==> config.mk <==
export PLATFORM = sky130hd
export DESIGN_NAME = pie_decoder
export DESIGN_NICKNAME = d
export VERILOG_FILES = /design/src/rtl/pie_decoder.sv
export SDC_FILE = /design/constraint.sdc
export NUM_CORES = 1
export LEC_CHECK = 0
export BUFFER_PORTS_ARGS = -buffer_cell sky130_fd_sc_hd__buf_2
export CORE_MARGIN = 2
export CORE_UTILIZATION = 45
export CTS_CLUSTER_SIZE = 30
export DETAILED_ROUTE_END_ITERATION = 10
export GPL_ROUTABILITY_DRIVEN = 1
export PLACE_DENSITY = 0.69
export RECOVER_POWER = 25
export SYNTH_ARGS = -nofsm -noshare
export SYNTH_HDL_FRONTEND = slang
export SYNTH_SLANG_ARGS = --single-unit
==> constraint.sdc <==
create_clock -name clk_1_92m -period 2.7 [get_ports clk_1_92m]
set_input_delay 0.405 -clock clk_1_92m [delete_from_list [all_inputs] [get_ports clk_1_92m]]
set_output_delay 0.405 -clock clk_1_92m [all_outputs]
set_load 0.02 [all_outputs]
==> src/rtl/pie_decoder.sv <==
// Forward-link PIE decoder: times the synchronised envelope, validates delimiter,
// data-0 and RTcal, then slices each data symbol against RTcal/2.
module pie_decoder #(
  parameter int CNT_W     = 8,
  parameter int DELIM_MIN = 20,
  parameter int DELIM_MAX = 30,
  parameter int CAL_TMO   = 96
) (
  input  logic             clk_1_92m,
  input  logic             rst,
  input  logic             dec_en,
  input  logic             demod_in,
  output logic             bit_valid,
  output logic             bit_data,
  output logic             frame_start,
  output logic             frame_end,
  output logic             dec_err,
  output logic [CNT_W-1:0] rtcal,
  output logic             busy
);

  localparam logic [CNT_W-1:0] DMIN = CNT_W'(DELIM_MIN);
  localparam logic [CNT_W-1:0] DMAX = CNT_W'(DELIM_MAX);
  localparam logic [CNT_W-1:0] TMO  = CNT_W'(CAL_TMO);

  typedef enum logic [2:0] {IDLE, DELIM, TC0, CAL, DATA} state_t;

  state_t           state, state_n;
  logic             sync1, sync2, line_d;
  logic             rise, fall;
  logic [CNT_W-1:0] low_cnt, hi_cnt, ivl, tc, pivot;
  logic             bit_valid_n, bit_data_n, frame_start_n, frame_end_n, dec_err_n;
  logic             cap_tc, cap_cal;
  logic             low_abort, hi_tmo;
  logic [CNT_W+1:0] n_w, tc2, tc4;

  function automatic logic [CNT_W-1:0] sat_inc(input logic [CNT_W-1:0] v);
    return (v == '1) ? v : v + CNT_W'(1);
  endfunction

  assign rise = sync2 & ~line_d;
  assign fall = ~sync2 & line_d;
  assign busy = (state == TC0) || (state == CAL) || (state == DATA);

  assign low_abort = low_cnt > DMAX;
  assign hi_tmo    = sync2 && (hi_cnt >= TMO);
  assign n_w = {2'b00, ivl};
  assign tc2 = {1'b0, tc, 1'b0};
  assign tc4 = {tc, 2'b00};

  // Sync flops idle high so reset never looks like a falling edge.
  always_ff @(posedge clk_1_92m or posedge rst) begin
    if (rst) begin
      sync1  <= 1'b1;
      sync2  <= 1'b1;
      line_d <= 1'b1;
    end else begin
      sync1  <= demod_in;
      sync2  <= sync1;
      line_d <= sync2;
    end
  end

  always_ff @(posedge clk_1_92m or posedge rst) begin
    if (rst) begin
      low_cnt <= '0;
      hi_cnt  <= '0;
      ivl     <= '0;
    end else begin
      if (fall)        low_cnt <= CNT_W'(1);
      else if (!sync2) low_cnt <= sat_inc(low_cnt);
      if (rise)        hi_cnt <= CNT_W'(1);
      else if (fall)   hi_cnt <= '0;
      else if (sync2)  hi_cnt <= sat_inc(hi_cnt);
      if (rise)        ivl <= CNT_W'(1);
      else             ivl <= sat_inc(ivl);
    end
  end

  always_comb begin
    state_n       = state;
    bit_valid_n   = 1'b0;
    bit_data_n    = bit_data;
    frame_start_n = 1'b0;
    frame_end_n   = 1'b0;
    dec_err_n     = 1'b0;
    cap_tc        = 1'b0;
    cap_cal       = 1'b0;
    case (state)
      IDLE:  if (fall) state_n = DELIM;
      DELIM: if (rise) state_n = (low_cnt >= DMIN && low_cnt <= DMAX) ? TC0 : IDLE;
      TC0: begin
        if (low_abort || hi_tmo) begin
          dec_err_n = 1'b1;
          state_n   = IDLE;
        end else if (rise) begin
          cap_tc  = 1'b1;
          state_n = CAL;
        end
      end
      CAL: begin
        if (low_abort || hi_tmo) begin
          dec_err_n = 1'b1;
          state_n   = IDLE;
        end else if (rise) begin
          if (n_w > tc2 && n_w < tc4) begin
            cap_cal       = 1'b1;
            frame_start_n = 1'b1;
            state_n       = DATA;
          end else begin
            dec_err_n = 1'b1;
            state_n   = IDLE;
          end
        end
      end
      DATA: begin
        // Abort and end-of-frame take precedence over a coincident rise.
        if (low_abort) begin
          dec_err_n = 1'b1;
          state_n   = IDLE;
        end else if (sync2 && ivl > rtcal) begin
          frame_end_n = 1'b1;
          state_n     = IDLE;
        end else if (rise) begin
          bit_valid_n = 1'b1;
          bit_data_n  = ivl >= pivot;
        end
      end
      default: state_n = IDLE;
    endcase
    if (!dec_en) begin
      state_n       = IDLE;
      bit_valid_n   = 1'b0;
      bit_data_n    = bit_data;
      frame_start_n = 1'b0;
      frame_end_n   = 1'b0;
      dec_err_n     = 1'b0;
      cap_tc        = 1'b0;
      cap_cal       = 1'b0;
    end
  end

  always_ff @(posedge clk_1_92m or posedge rst) begin
    if (rst) begin
      state       <= IDLE;
      bit_valid   <= 1'b0;
      bit_data    <= 1'b0;
      frame_start <= 1'b0;
      frame_end   <= 1'b0;
      dec_err     <= 1'b0;
      rtcal       <= '0;
      tc          <= '0;
      pivot       <= '0;
    end else begin
      state       <= state_n;
      bit_valid   <= bit_valid_n;
      bit_data    <= bit_data_n;
      frame_start <= frame_start_n;
      frame_end   <= frame_end_n;
      dec_err     <= dec_err_n;
      if (cap_tc) tc <= ivl;
      if (cap_cal) begin
        rtcal <= ivl;
        pivot <= ivl >> 1;
      end
    end
  end

endmodule

# After elaboration in Yosys (flattened, before gate mapping)

Cells that the tools add are included.

Bits in registers: 58
Bits of input ports: 4
Output and inout port bits: 14

$lt $le $gt $ge: 8
Eq/ne operators: 16
Add/subtract/negate cells: 3
Reductions and logical operators: 13
Multiplexer cells: 45
Bitwise gates (word level): 6

Operators by type and width:

| kind                                                                              | count |
|---|---|
| 8-bit two-way mux                                                                 | 9 |
| 3-bit two-way mux                                                                 | 10 |
| 8-bit by 1-bit adder with 8-bit output (second input constant)                    | 3 |
| 8-bit == test (second input constant)                                             | 3 |
| 1-bit two-way mux                                                                 | 23 |
| 3-bit one-hot mux with 5 select lines                                             | 1 |
| 4-bit by 3-bit inequality test with 1-bit output (second input constant)          | 3 |
| 8-bit by 10-bit < comparator with 1-bit output                                    | 1 |
| 5-bit AND reduction                                                               | 2 |
| 8-bit by 9-bit greater-than comparator with 1-bit output                          | 1 |
| 3-bit inequality test (second input constant)                                     | 3 |
| 8-bit by 5-bit >= comparator with 1-bit output (second input constant)            | 1 |
| 8-bit by 7-bit >= comparator with 1-bit output                                    | 1 |
| 8-bit by 7-bit >= comparator with 1-bit output (second input constant)            | 1 |
| 8-bit by 5-bit greater-than comparator with 1-bit output (second input constant)  | 1 |
| 8-bit greater-than comparator                                                     | 1 |
| 8-bit by 5-bit less-or-equal comparator with 1-bit output (second input constant) | 1 |
| 3-bit by 2-bit == test with 1-bit output (second input constant)                  | 2 |
| 1-bit logical AND                                                                 | 4 |
| 2-bit inequality test (second input constant)                                     | 2 |
| 1-bit NOT                                                                         | 4 |
| 2-bit AND reduction                                                               | 2 |
| 3-bit by 1-bit == test with 1-bit output (second input constant)                  | 1 |
| 3-bit == test (second input constant)                                             | 1 |
| other kinds (7)                                                                   | 10 |

# Depth between registers and ports, before layout

Depth after elaboration: 7
Mapped depth: 8
Mapped depth without buffers: 7

# Worst setup path before layout

OpenSTA, ideal clock, no wires.

Kind: reg2reg
Start: reg ivl[4]
End: reg rtcal[0]
Cell stages (with the launch flop): 8
Setup time: 0.125 ns
Setup slack: 0.373 ns
Buffers on the path: 1
Data arrival time: 2.202 ns
Cell sequence: dfrtp_1 -> ha_1 -> a211oi_1 -> o21ai_1 -> a31o_2 -> or4b_1 -> buf_6 -> mux2_4

Longest elaborated chain between the ends: 7

Ends and longest elaborated chain:

| what                                                                                                                       | line | source |
|---|---|---|
| start: declaration                                                                                                         | 31   | `logic [CNT_W-1:0] low_cnt, hi_cnt, ivl, tc, pivot;` |
| start signal: assignment                                                                                                   | 76   | `else ivl <= sat_inc(ivl);` |
| 8-bit by 10-bit < comparator with 1-bit output or 8-bit by 9-bit greater-than comparator with 1-bit output (tied branches) | 106  | `if (n_w > tc2 && n_w < tc4) begin` |
| 1-bit logical AND (*)                                                                                                      | 106  |  |
| 1-bit two-way mux (*)                                                                                                      | 106  |  |
| 1-bit two-way mux (*)                                                                                                      | 105  | `end else if (rise) begin` |
| 1-bit two-way mux (*)                                                                                                      | 102  | `if (low_abort \|\| hi_tmo) begin` |
| 1-bit two-way mux (*)                                                                                                      | 89   | `case (state)` |
| 1-bit two-way mux (*)                                                                                                      | 131  | `if (!dec_en) begin` |
| end signal: assignment                                                                                                     | 163  | `rtcal <= ivl;` |
| end: declaration                                                                                                           | 18   | `output logic [CNT_W-1:0] rtcal,` |

Every way passes the cells marked *; elsewhere a longest branch is shown, timed or not.
A chain may end at the register's enable or synchronous reset.

# Worst setup path in the final report

Start: reg sync2
End: reg rtcal[0]

Longest elaborated chain between the ends: 5

Ends and longest elaborated chain:

| what                                                   | line     | source |
|---|---|---|
| start: declaration                                     | 29       | `logic sync1, sync2, line_d;` |
| start signal: assignment                               | 59       | `sync2 <= sync1;` |
| 1-bit bitwise AND or 1-bit logical AND (tied branches) | 41, 46   |  |
| 1-bit two-way mux or 1-bit logical OR (tied branches)  | 105, 102 |  |
| 1-bit two-way mux (*)                                  | 102      |  |
| 1-bit two-way mux (*)                                  | 89       |  |
| 1-bit two-way mux (*)                                  | 131      |  |

Marked as above.

==> summary.md <==
| Metric | Value |
|---|---|
| Status | `completed` |
| Worst Path Arrival | `approximately 2600 ps` |
| Min-Delay Path Class | `input pin to register` |
| PwrDens | `569.1 nW/um^2` |
| CTS tree | `done` |
| HP Start | `demod_in` |
| # clock sinks | `51` |
| Unrepaired setup endpoints after global routing | `false` |
| Number of synthesized flops with an enable pin | `0` |
| Worst EP required | `2900 ps` |
| Die width | `87.04 um` |
| Routed wire length | `5789 um` |
| Max-Cap Viols | `0` |
| Tot GR Track Use | `0.1685` |
| Worst slew margin | `0.3495` |
| Port buffer count | `17` |
| Post-DR wirelength/cell | `13.75 um` |
| Die ar. | `7576 um^2` |
| Pleak | `roughly 1.7 nW` |
| Starting Density | `0.4618` |
| Nets | `379` |
| Cts repair resizes | `0` |
| Slowest CP cell | `dfstp_1` |
| Antenna viol nets, final | `0` |
| Global-route wire length before repair | `10160 um` |
| Final Power | `1.950 mW` |
| CP Launch Type | `register` |
| Core area | `about 6700 um^2` |
| DRC | `0` |
| Pins Over Slew Limit | `0` |
| Num ports | `18` |
| Post-synth net total | `353` |
| Syn Area/Cell | `9.882 um^2` |
| PnR worst setup slack | `roughly 270 ps` |
| Hold slack | `195.1 ps` |
| Worst skew pair latency | `roughly 310 ps` |
| Actual slew at the worst max-slew pin | `974.7 ps` |
| Dpl cells | `413` |
| Critical path origin | `sync2` |
| Final hold violations | `0` |
| Setup Skew | `13.15 ps` |
| Largest net degree at the start of global routing | `27` |
| Clock root buffer | `clkbuf_8` |
| Unique cell type count in the Yosys netlist | `between 50 and 60` |
| CTS Buf Count | `5` |
| Fmax | `around 400 MHz` |
| DIE HEIGHT | `87.04 um` |
| Routed via count | `roughly 2300` |
| Fin crit share | `0.8995` |
| Cts hold-fix bufs | `0` |
| Top-count cell post-synth | `dfrtp_1` |
| Yosys top cell by area | `dfrtp_1` |
| Crit-path cells | `ha_1, nand2_1, nor2b_1, nand4_1, or4b_1, buf_4, mux2_4` |
| Final Cell Area | `3426 um^2` |
| CP max stage delay | `just over 700 ps` |
| Setup Viol. Count Final | `0` |
| Mapped Cells | `about 310` |
| Yosys warning count | `0` |
| Vias in the first global route | `2232` |
| Finished Layout Cells | `around 420` |
| Setup tns final | `0 ps` |
| Final core utilization | `0.5099` |
| Row cnt | `30` |
| Number of vias per cell | `about 5.4` |
| Dpl ws | `approximately 320 ps` |
| R2R setup slack | `between 200 and 300 ps` |
| Initial antenna violation count | `0` |
| Worst Setup EP | `rtcal[0]` |
| HPWL after DPL | `~4400 um` |
| VDD IR max | `0.2090 mV` |
| Commonest cells in the netlist | `dfrtp_1 (48), ha_1 (35), inv_1 (32), nor2_1 (27), nand2_1 (25)` |
| Layout cells sized above 1 | `0.1701` |
| Share of the synthesized area in the top cell type | `0.3871` |
| Area growth syn-to-layout | `10.40%` |
| CP Capture Type | `register` |
| Cell Area, Placed | `3317 um^2` |
| CTS clock-pin slew for the worst setup and hold paths | `100 ps` |
| R2R Path Start | `sync2` |
| Number of H-tree levels | `2` |
| Crit-path max FO | `10` |
| FFs w/ async S/R, synth | `1.000` |
| Synthesized cell area | `3103 um^2` |
| GP Congestion | `0.8151` |
| Reg-to-reg endpoint | `rtcal[0]` |
| DRT Pass-1 Iters | `4` |
| Initial DRC count | `62` |
| Clock Tree Buf Depth | `2` |
| Main synth FF type | `dfrtp_1` |
| Synth area leaders | `dfrtp_1 (39%), ha_1 (14%), inv_1 (3.9%), nor2_1 (3.3%), nand2_1 (3.0%)` |
| Register area share after synthesis | `0.4125` |
| Hold depth | `1` |
| Flops & latches, synth | `51` |
| Grt ovf | `0` |
| Minimum clock period | `2429 ps` |
| Antenna diode instance count | `0` |
| Post-CTS Setup Bufs | `0` |
| R2r worst-path depth | `7` |
| Crit path kind | `register to register` |
critical path: cells and delay by family, from the launching register on:
kind	cells	cell delay [ps]
AND/OR/NAND/NOR	4	860
adder cells (fa/ha/maj)	1	230
buffers and inverters	1	210
flip-flops	1	710
multiplexers	1	310
area by class of cell:
| class | instances | area, um^2 |
|---|---|---|
| clock buffers | 5 | 68.82 |
| clock inverters | 3 | 43.79 |
| fillers | 610 | 3293 |
| inverters | 32 | 120.1 |
| multi-input cells | 225 | 1672 |
| flip-flops and latches | 51 | 1280 |
| well taps | 80 | 100.1 |
| repair buffers | 25 | 141.4 |
kinds of logic after synthesis:
kind of cell / synth area share
DFF: 0.4125
xor gates and xnor gates: 0.02258
muxes: 0.07742
AOI/OAI and AO/OA: 0.1254
adders and majority gates: 0.1411
buffers and inverters: 0.04879
and+or+nand+nor: 0.1722
flip-flops by register name, summed over array words and instances (netlist names):
signal,flops
frame_start,1
frame_end,1
tc,8
bit_data,1
bit_valid,1
low_cnt,8
ivl,8
sync1,1
line_d,1
sync2,1
state,3
hi_cnt,8
rtcal,8
dec_err,1
layout by cell type, fill, tap and decap left out, types with 4 or more instances in the layout:
cell type / instances
nor2_1: 27
mux2i_1: 6
buf_4: 7
nand4_1: 8
nand3_1: 10
mux2_4: 6
clkbuf_8: 5
xor2_1: 6
inv_1: 32
nor2b_1: 4
buf_2: 17
nand2_1: 25
mux2_2: 8
dfrtp_1: 48
o21ai_0: 17
nor3_1: 7
ha_1: 35
a21oi_1: 15
nand2b_1: 5
routing by layer:
layer  share of wire  GRT usage
met5               0          0
met4           0.013    0.04261
met3           0.028    0.02654
met2            0.46     0.2887
met1            0.50     0.2220
power breakdown:
| group | switching (mW) | total [mW] | internal [mW] |
|---|---|---|---|
| sequential | 0.0720 | 0.894 | 0.822 |
| clock | 0.259 | 0.535 | 0.276 |
| combinational | 0.296 | 0.520 | 0.224 |
| total | 0.627 | 1.95 | 1.32 |
how the worst min path moves through the flow:
stage,endpoint,slack [ps]
floorplan,sync2,350
global route,sync1,190
detailed placement,sync2,360
global placement,sync2,360
finish,sync1,200
CTS,state[1],140
Power figures use the tool's default switching activity.
